--- config.mk ---
export PLATFORM = sky130hd
export DESIGN_NAME = operand_fetch_stage
export DESIGN_NICKNAME = d
export VERILOG_FILES = /design/src/rtl/rv_regfile_pkg.sv /design/src/rtl/operand_bypass.sv /design/src/rtl/operand_fetch_stage.sv
export SDC_FILE = /design/constraint.sdc
export NUM_CORES = 1
export LEC_CHECK = 0
export CAP_MARGIN = 20
export CORE_MARGIN = 5
export CORE_UTILIZATION = 47
export CTS_CLUSTER_DIAMETER = 50
export DETAILED_ROUTE_END_ITERATION = 10
export HOLD_SLACK_MARGIN = 0.12
export PLACE_DENSITY_LB_ADDON = 0.1
export SLEW_MARGIN = 20
export SYNTH_ARGS = -nofsm -noshare
export SYNTH_HDL_FRONTEND = slang
export SYNTH_SLANG_ARGS = --single-unit
--- constraint.sdc ---
create_clock -name CLK -period 4 [get_ports CLK]
set_input_delay 0.8 -clock CLK [delete_from_list [all_inputs] [get_ports CLK]]
set_output_delay 0.8 -clock CLK [all_outputs]
set_load 0.01 [all_outputs]
--- src/rtl/rv_regfile_pkg.sv ---
// Shared definitions for the register-file clients: widths, instruction
// field positions and small field-extraction helpers.
package rv_regfile_pkg;

    localparam int XLEN    = 32;
    localparam int REG_AW  = 5;
    localparam int ILEN    = 32;
    localparam int RS1_LSB = 15;
    localparam int RS2_LSB = 20;
    localparam int RD_LSB  = 7;
    localparam int NUM_SRC = 2;

    typedef logic [REG_AW-1:0] reg_idx_t;

    function automatic reg_idx_t rs1_of(input logic [ILEN-1:0] instr);
        return instr[RS1_LSB +: REG_AW];
    endfunction

    function automatic reg_idx_t rs2_of(input logic [ILEN-1:0] instr);
        return instr[RS2_LSB +: REG_AW];
    endfunction

    function automatic reg_idx_t rd_of(input logic [ILEN-1:0] instr);
        return instr[RD_LSB +: REG_AW];
    endfunction

endpackage

--- src/rtl/operand_bypass.sv ---
// Operand selector for one source register: x0 reads as zero, a same-cycle
// writeback to the same register wins over the register-file data.
module operand_bypass
    import rv_regfile_pkg::*;
(
    input  logic [REG_AW-1:0] idx,
    input  logic [XLEN-1:0]   rf_data,
    input  logic              wb_we,
    input  logic [REG_AW-1:0] wb_idx,
    input  logic [XLEN-1:0]   wb_data,
    output logic [XLEN-1:0]   operand
);

    logic wb_hit;

    assign wb_hit = wb_we && (wb_idx == idx) && (idx != '0);

    // Zero for x0, otherwise forwarded writeback data or register-file data
    always_comb begin
        operand = rf_data;
        if (idx == '0) begin
            operand = '0;
        end else if (wb_hit) begin
            operand = wb_data;
        end
    end

endmodule

--- src/rtl/operand_fetch_stage.sv ---
// Operand fetch: reads both source registers (with writeback forwarding) and
// holds instruction plus operands in a single valid/ready slot for execute.
// While the slot is stalled, writebacks to its source registers refresh the
// held operands so execute never sees a stale value.
module operand_fetch_stage
    import rv_regfile_pkg::*;
(
    input  logic              CLK,
    input  logic              RESET_N,
    input  logic              flush,
    input  logic              in_valid,
    output logic              in_ready,
    input  logic [ILEN-1:0]   in_instr,
    output logic [REG_AW-1:0] ReadRegister1,
    output logic [REG_AW-1:0] ReadRegister2,
    input  logic [XLEN-1:0]   ReadData1,
    input  logic [XLEN-1:0]   ReadData2,
    input  logic              wb_RegWrite,
    input  logic [REG_AW-1:0] wb_WriteRegister,
    input  logic [XLEN-1:0]   wb_WriteData,
    output logic              out_valid,
    input  logic              out_ready,
    output logic [ILEN-1:0]   out_instr,
    output logic [XLEN-1:0]   out_rs1_data,
    output logic [XLEN-1:0]   out_rs2_data,
    output logic [31:0]       stall_count
);

    logic            out_valid_reg;
    logic [ILEN-1:0] instr_reg;
    logic [XLEN-1:0] operand_reg     [NUM_SRC];
    logic [31:0]     stall_count_reg;
    logic [31:0]     stall_count_next;

    reg_idx_t        fetch_idx       [NUM_SRC];
    reg_idx_t        held_idx        [NUM_SRC];
    logic [XLEN-1:0] rf_data         [NUM_SRC];
    logic [XLEN-1:0] fetch_operand   [NUM_SRC];
    logic [XLEN-1:0] refresh_operand [NUM_SRC];

    logic accept;
    logic consume;
    logic stalled;

    assign fetch_idx[0] = rs1_of(in_instr);
    assign fetch_idx[1] = rs2_of(in_instr);
    assign held_idx[0]  = rs1_of(instr_reg);
    assign held_idx[1]  = rs2_of(instr_reg);
    assign rf_data[0]   = ReadData1;
    assign rf_data[1]   = ReadData2;

    // One bypass on the fetch path and one refreshing the held operand, per source
    generate
        for (genvar gi = 0; gi < NUM_SRC; gi++) begin : g_src
            operand_bypass u_fetch_bypass (
                .idx     (fetch_idx[gi]),
                .rf_data (rf_data[gi]),
                .wb_we   (wb_RegWrite),
                .wb_idx  (wb_WriteRegister),
                .wb_data (wb_WriteData),
                .operand (fetch_operand[gi])
            );

            operand_bypass u_held_bypass (
                .idx     (held_idx[gi]),
                .rf_data (operand_reg[gi]),
                .wb_we   (wb_RegWrite),
                .wb_idx  (wb_WriteRegister),
                .wb_data (wb_WriteData),
                .operand (refresh_operand[gi])
            );
        end
    endgenerate

    assign in_ready = !out_valid_reg || out_ready;
    assign accept   = in_valid && in_ready;
    assign consume  = out_valid_reg && out_ready;
    assign stalled  = out_valid_reg && !out_ready && !flush;

    // Saturating count of cycles the slot is held back by execute
    always_comb begin
        stall_count_next = stall_count_reg;
        if (stalled && (stall_count_reg != 32'hFFFF_FFFF)) begin
            stall_count_next = stall_count_reg + 32'd1;
        end
    end

    // Slot update: flush beats accept, accept beats consume, otherwise hold and refresh
    always_ff @(posedge CLK or negedge RESET_N) begin
        if (!RESET_N) begin
            out_valid_reg   <= 1'b0;
            instr_reg       <= '0;
            stall_count_reg <= '0;
            for (int i = 0; i < NUM_SRC; i++) begin
                operand_reg[i] <= '0;
            end
        end else begin
            stall_count_reg <= stall_count_next;
            if (flush) begin
                out_valid_reg <= 1'b0;
            end else if (accept) begin
                out_valid_reg <= 1'b1;
                instr_reg     <= in_instr;
                for (int i = 0; i < NUM_SRC; i++) begin
                    operand_reg[i] <= fetch_operand[i];
                end
            end else if (consume) begin
                out_valid_reg <= 1'b0;
            end else if (out_valid_reg) begin
                for (int i = 0; i < NUM_SRC; i++) begin
                    operand_reg[i] <= refresh_operand[i];
                end
            end
        end
    end

    assign ReadRegister1 = fetch_idx[0];
    assign ReadRegister2 = fetch_idx[1];
    assign out_valid     = out_valid_reg;
    assign out_instr     = instr_reg;
    assign out_rs1_data  = operand_reg[0];
    assign out_rs2_data  = operand_reg[1];
    assign stall_count   = stall_count_reg;

endmodule

Yosys cells after proc, flatten, opt, wreduce, memory -nomap -nowiden:

Index checks and enable logic that the tools add are counted.

* reductions and logical operators: 32
* muxes and demuxes: 14
* eq/ne operators: 6
* $add $sub $neg: 1
* bitwise logic cells: 1

Operators with widths (count)
* 32-bit two-way mux: 8
* 64-bit two-way mux: 3
* 32-bit by 1-bit adder with 32-bit output, second input constant: 1
* 32-bit inequality test, second input constant: 1
* 5-bit == test: 4
* 5-bit logical NOT: 4
* 5-bit nonzero test: 4
* 1-bit logical AND: 13
* 3-bit nonzero test: 3
* 4-bit AND reduction: 2
* 1-bit logical NOT: 3
* 1-bit two-way mux: 3
* 2-bit inequality test, second input constant: 1
* 2-bit AND reduction: 1
* 2-bit nonzero test: 1
* 1-bit logical OR: 1
* 1-bit NOT: 1

* register bits after elaboration: 129
* output and inout port bits: 140
* word-level logic and storage cells: 59
* bits of input ports: 139

Depth between registers and ports, before layout:

* depth after elaboration: 8
* depth in mapped cells: 7

Modules after synthesis:

Synthesis repeated with hierarchy kept, for this count alone.

* cells, all modules: 993
* area, all modules: 8360.5 µm²

By module, submodules not included
* operand_fetch_stage: sequential area each 3228.1 µm², cells each 501, times used 1, area each 5778.0 µm²
* operand_bypass: sequential area each 0.0 µm², cells each 123, times used 4, area each 645.6 µm²

Worst setup path after synthesis:

No wires, ideal clock.

* kind: input -> register
* start point: in in_instr[16]
* end point: reg operand_reg (netlist bit out_rs1_data[10])
* stages: 6
* arrival time: 2.147 ns
* path buffers: 1
* path slack: 1.726 ns
* cell sequence: or4_1 o211a_1 o21a_1 buf_2 a221oi_2 a21oi_2

* cells in the longest elaborated chain, start to end: 6
* elaborated cells on any way between the ends: 8
* those cells by class: 1 x eq/ne; 3 x mux; 4 x reduce/logical

Ends and longest elaborated chain
* from (decl): RTL line operand_fetch_stage.sv:13 `input logic [ILEN-1:0] in_instr,`
* 5-bit == test: RTL line operand_bypass.sv:16 `assign wb_hit = wb_we && (wb_idx == idx) && (idx != '0);`
* 1-bit logical AND (2 in series): RTL line operand_bypass.sv:16
* 32-bit two-way mux: RTL line operand_bypass.sv:23 `end else if (wb_hit) begin`
* 32-bit two-way mux (*): RTL line operand_bypass.sv:21 `if (idx == '0) begin`
* 64-bit two-way mux (*): RTL line operand_fetch_stage.sv:101 `end else if (accept) begin`
* to (signal, indexed assignment): RTL line operand_fetch_stage.sv:105 `operand_reg[i] <= fetch_operand[i];`
* to (signal, indexed assignment): RTL line operand_fetch_stage.sv:111 `operand_reg[i] <= refresh_operand[i];`
* to (decl): RTL line operand_fetch_stage.sv:31 `logic [XLEN-1:0] operand_reg [NUM_SRC];`

Mark *: on every way between the ends. The rest lies on a longest branch, timed or not.
A chain may end at the register's enable or synchronous reset.

Worst setup path in the final report:

* start point: in out_ready
* end point: out in_ready

* cells in the longest elaborated chain, start to end: 1

Ends and longest elaborated chain
* from (decl): RTL line operand_fetch_stage.sv:22 `input logic out_ready,`
* 1-bit logical OR: RTL line operand_fetch_stage.sv:75 `assign in_ready = !out_valid_reg || out_ready;`
* to (decl): RTL line operand_fetch_stage.sv:12 `output logic in_ready,`

Every way passes these cells.

==> metrics <==
post-CTS sizing 0; Post-Route Utilization 73.1%; CTS tree yes; grt ovf 0; clk sinks ~130; Post-Syn Nets about 700; largest net degree at the start of global routing 67; Global Route Usage Sum between 20% and 30%; Worst Setup End Kind primary output; initial antenna violation count 0; maxcap violations 0; post-route ant nets 0; Die Y 130 microns; via count 5497; setup slack, reg-to-reg ~1.8 ns; Gate Count Post-Synth around 560; min-delay worst type input port to asynchronous set/reset pin; Setup Fix Bufs, Post-CTS 0; Initial Utilization approximately half; # placed instances 978; number of synthesized register bits about 130; kind of critical path input port to primary output; PD cells 474 nW/um^2; num ports 279; relative slew slack 30.1%; yosys warns 0; Seq/Total Area, Yosys 47.6%; Slew @ Worst Pin 1.05 ns; commonest non-fill, non-tap cell in the layout clkdlybuf4s50_1; most frequent cells in the layout clkdlybuf4s50_1 (277), dfrtp_1 (129), inv_1 (65); Leak Pwr approximately 4.3 nW; Final Setup Violations 0; worst r2r path cells 5; Max Fanout on Critical Path 12; Slew Viols, Final 0; final hold vios 0; Mapped Area 6780 sq um; skew final 0.00691 ns; Top cell by count, worst path clkdlybuf4s50_1; Crit-path slowest cell clkdlybuf4s50_1; core area 14000 sq um; status finished, final reports clean; Post-layout nets 957; CP required roughly 3.2 ns; area delta synth->final 50.7%; post-synth top area cell dfrtp_1; number of fillers in the final layout 999; first-pass GRT wire length 32000 microns; RSZ-0062 raised after global routing no; worst-path cell chain clkdlybuf4s50_1 > nand2b_4 > clkdlybuf4s50_1; Yosys top cell area share 47.6%; fraction of layout cells with a size suffix above 1 roughly 22%; gp weighted congestion between 0.8 and 0.9; Clock Pin Slew Worst Setup and Hold Paths 0.05 ns; clk root buf clkbuf_16; Startpoint Class input port; # DRC 0; VDD IR max 265 uV; worst flop-to-flop path endpoint out_rs1_data[1]; Clock Latency Late Sink slightly above 0.4 ns; DRT iter0 DRCs 265; final WL 20500 microns; H-tree level count 4; syn_area_per_cell 12.2 sq um; DR vias/cell around 5.4; Final Instance Count excl. Fillers 1010; hold buffer count at cts 0; Synth cell types 43; buffers added on ports 278; Max Fclk 335 MHz; die footprint 16900 sq um; Die X 130 microns; period utilization 74.7%; setup tns final 0 ns; Cell Rows 43; clk buf depth 2; WP data arrival 2.19 ns; vias in the first global route between 5000 and 6000; DR WL/cell 20.3 microns; fin crit period between 2 and 3 ns; TritonCTS buffer count 17; HPWL after DPL approximately 15000 microns; Critical Path Max Stage Delay around 0.6 ns; top post-synthesis cells by area dfrtp_1 (48%), a221oi_2 (13%), xnor2_1 (5.7%); Diodes inserted 0; total iterations of the first detailed-routing run 4; R2R Path Start out_valid
==> kinds of logic (layout without fill, tap and decap cells) <==
group,Yosys count,in the layout,synth area share [%]
compound gates,143,143,23.4
xor+xnor,50,50,6.46
mux,33,33,5.54
fa+ha+maj,1,1,0.185
flops,129,129,47.6
buf+inv,109,383,7.95
simple gates,91,91,8.82
==> how the worst max path moves through the flow <==
stage	from	endpoint	slack [ns]
2_1_floorplan	in_instr[16]	out_rs1_data[10]	1.73
3_3_place_gp	in_instr[21]	out_rs2_data[0]	0.91
3_5_place_dp	in_instr[17]	out_rs1_data[1]	0.85
4_1_cts	out_ready	in_ready	0.99
5_1_grt	out_ready	in_ready	0.97
6_report	out_ready	in_ready	1.01
==> worst max-delay path: cells and delay by family <==
family,cells,cell delay (ns)
and+or+nand+nor,1,0.27
buffers and inverters,2,1.12
==> cell type report <==
class,count,area [sq um],area share (%)
Sequential cell,129,3230,31.6
Tap cell,180,225,2.20
Multi-Input combinational cell,318,3020,29.5
Timing Repair Buffer,285,2870,28.1
Clock inverter,10,156,1.53
Inverter,66,248,2.42
Clock buffer,22,474,4.64
==> metrics by stage <==
stage | total power [mW] | worst slack, ns | hold slack [ns] | instance area, sq um
after floorplan | 2.34 | 1.73 | 0.504 | 6780
after global placement | 3.18 | 0.915 | 0.486 | 9590
after detailed placement | 3.22 | 0.850 | 0.495 | 9590
after CTS | 4.89 | 0.988 | 0.509 | 10200
after global routing | 5.07 | 0.967 | 0.527 | 10200
final | 4.84 | 1.01 | 0.497 | 10200
==> power by group <==
part           switching (mW)  total [mW]  leakage [nW]  internal [mW]
combinational           0.640        1.44          2.41          0.803
clock                   0.561        1.65         0.310           1.09
sequential              0.185        1.75          1.54           1.57
==> routing by layer <==
layer,up-vias,wire (microns),global-route usage (%)
met5,-,0,0
met4,0,403,8.07
met3,26,2080,9.50
met2,229,10200,40.6
met1,2689,7840,29.5
li1,2553,-,-
==> Yosys cell counts <==
library cell,count
a221oi_1,4
nand3_1,17
ha_1,1
nor3_1,3
mux2_2,32
nand3_2,2
a2111oi_2,2
a221oi_2,60
and4_1,4
o2bb2ai_4,2
a21oi_1,36
nand3b_1,2
nand4_2,1
nor2_1,7
nand4_1,18
nand2b_4,2
and3_1,5
or4_1,3
nor3_4,1
and2_1,6
clkbuf_1,4
o21a_1,2
o211a_1,2
a21oi_2,30
nor4_1,3
or4_4,3
nor4_4,1
nand2_1,10
or3_1,1
xor2_1,6
buf_6,9
inv_1,65
nor3b_2,1
o41ai_4,2
dfrtp_1,129
nand2_4,1
xnor2_1,44
buf_2,20
a22oi_2,2
o41ai_1,1
mux2_4,1
buf_4,10
inv_2,1
No activity file was read; power rests on OpenSTA's default activity.
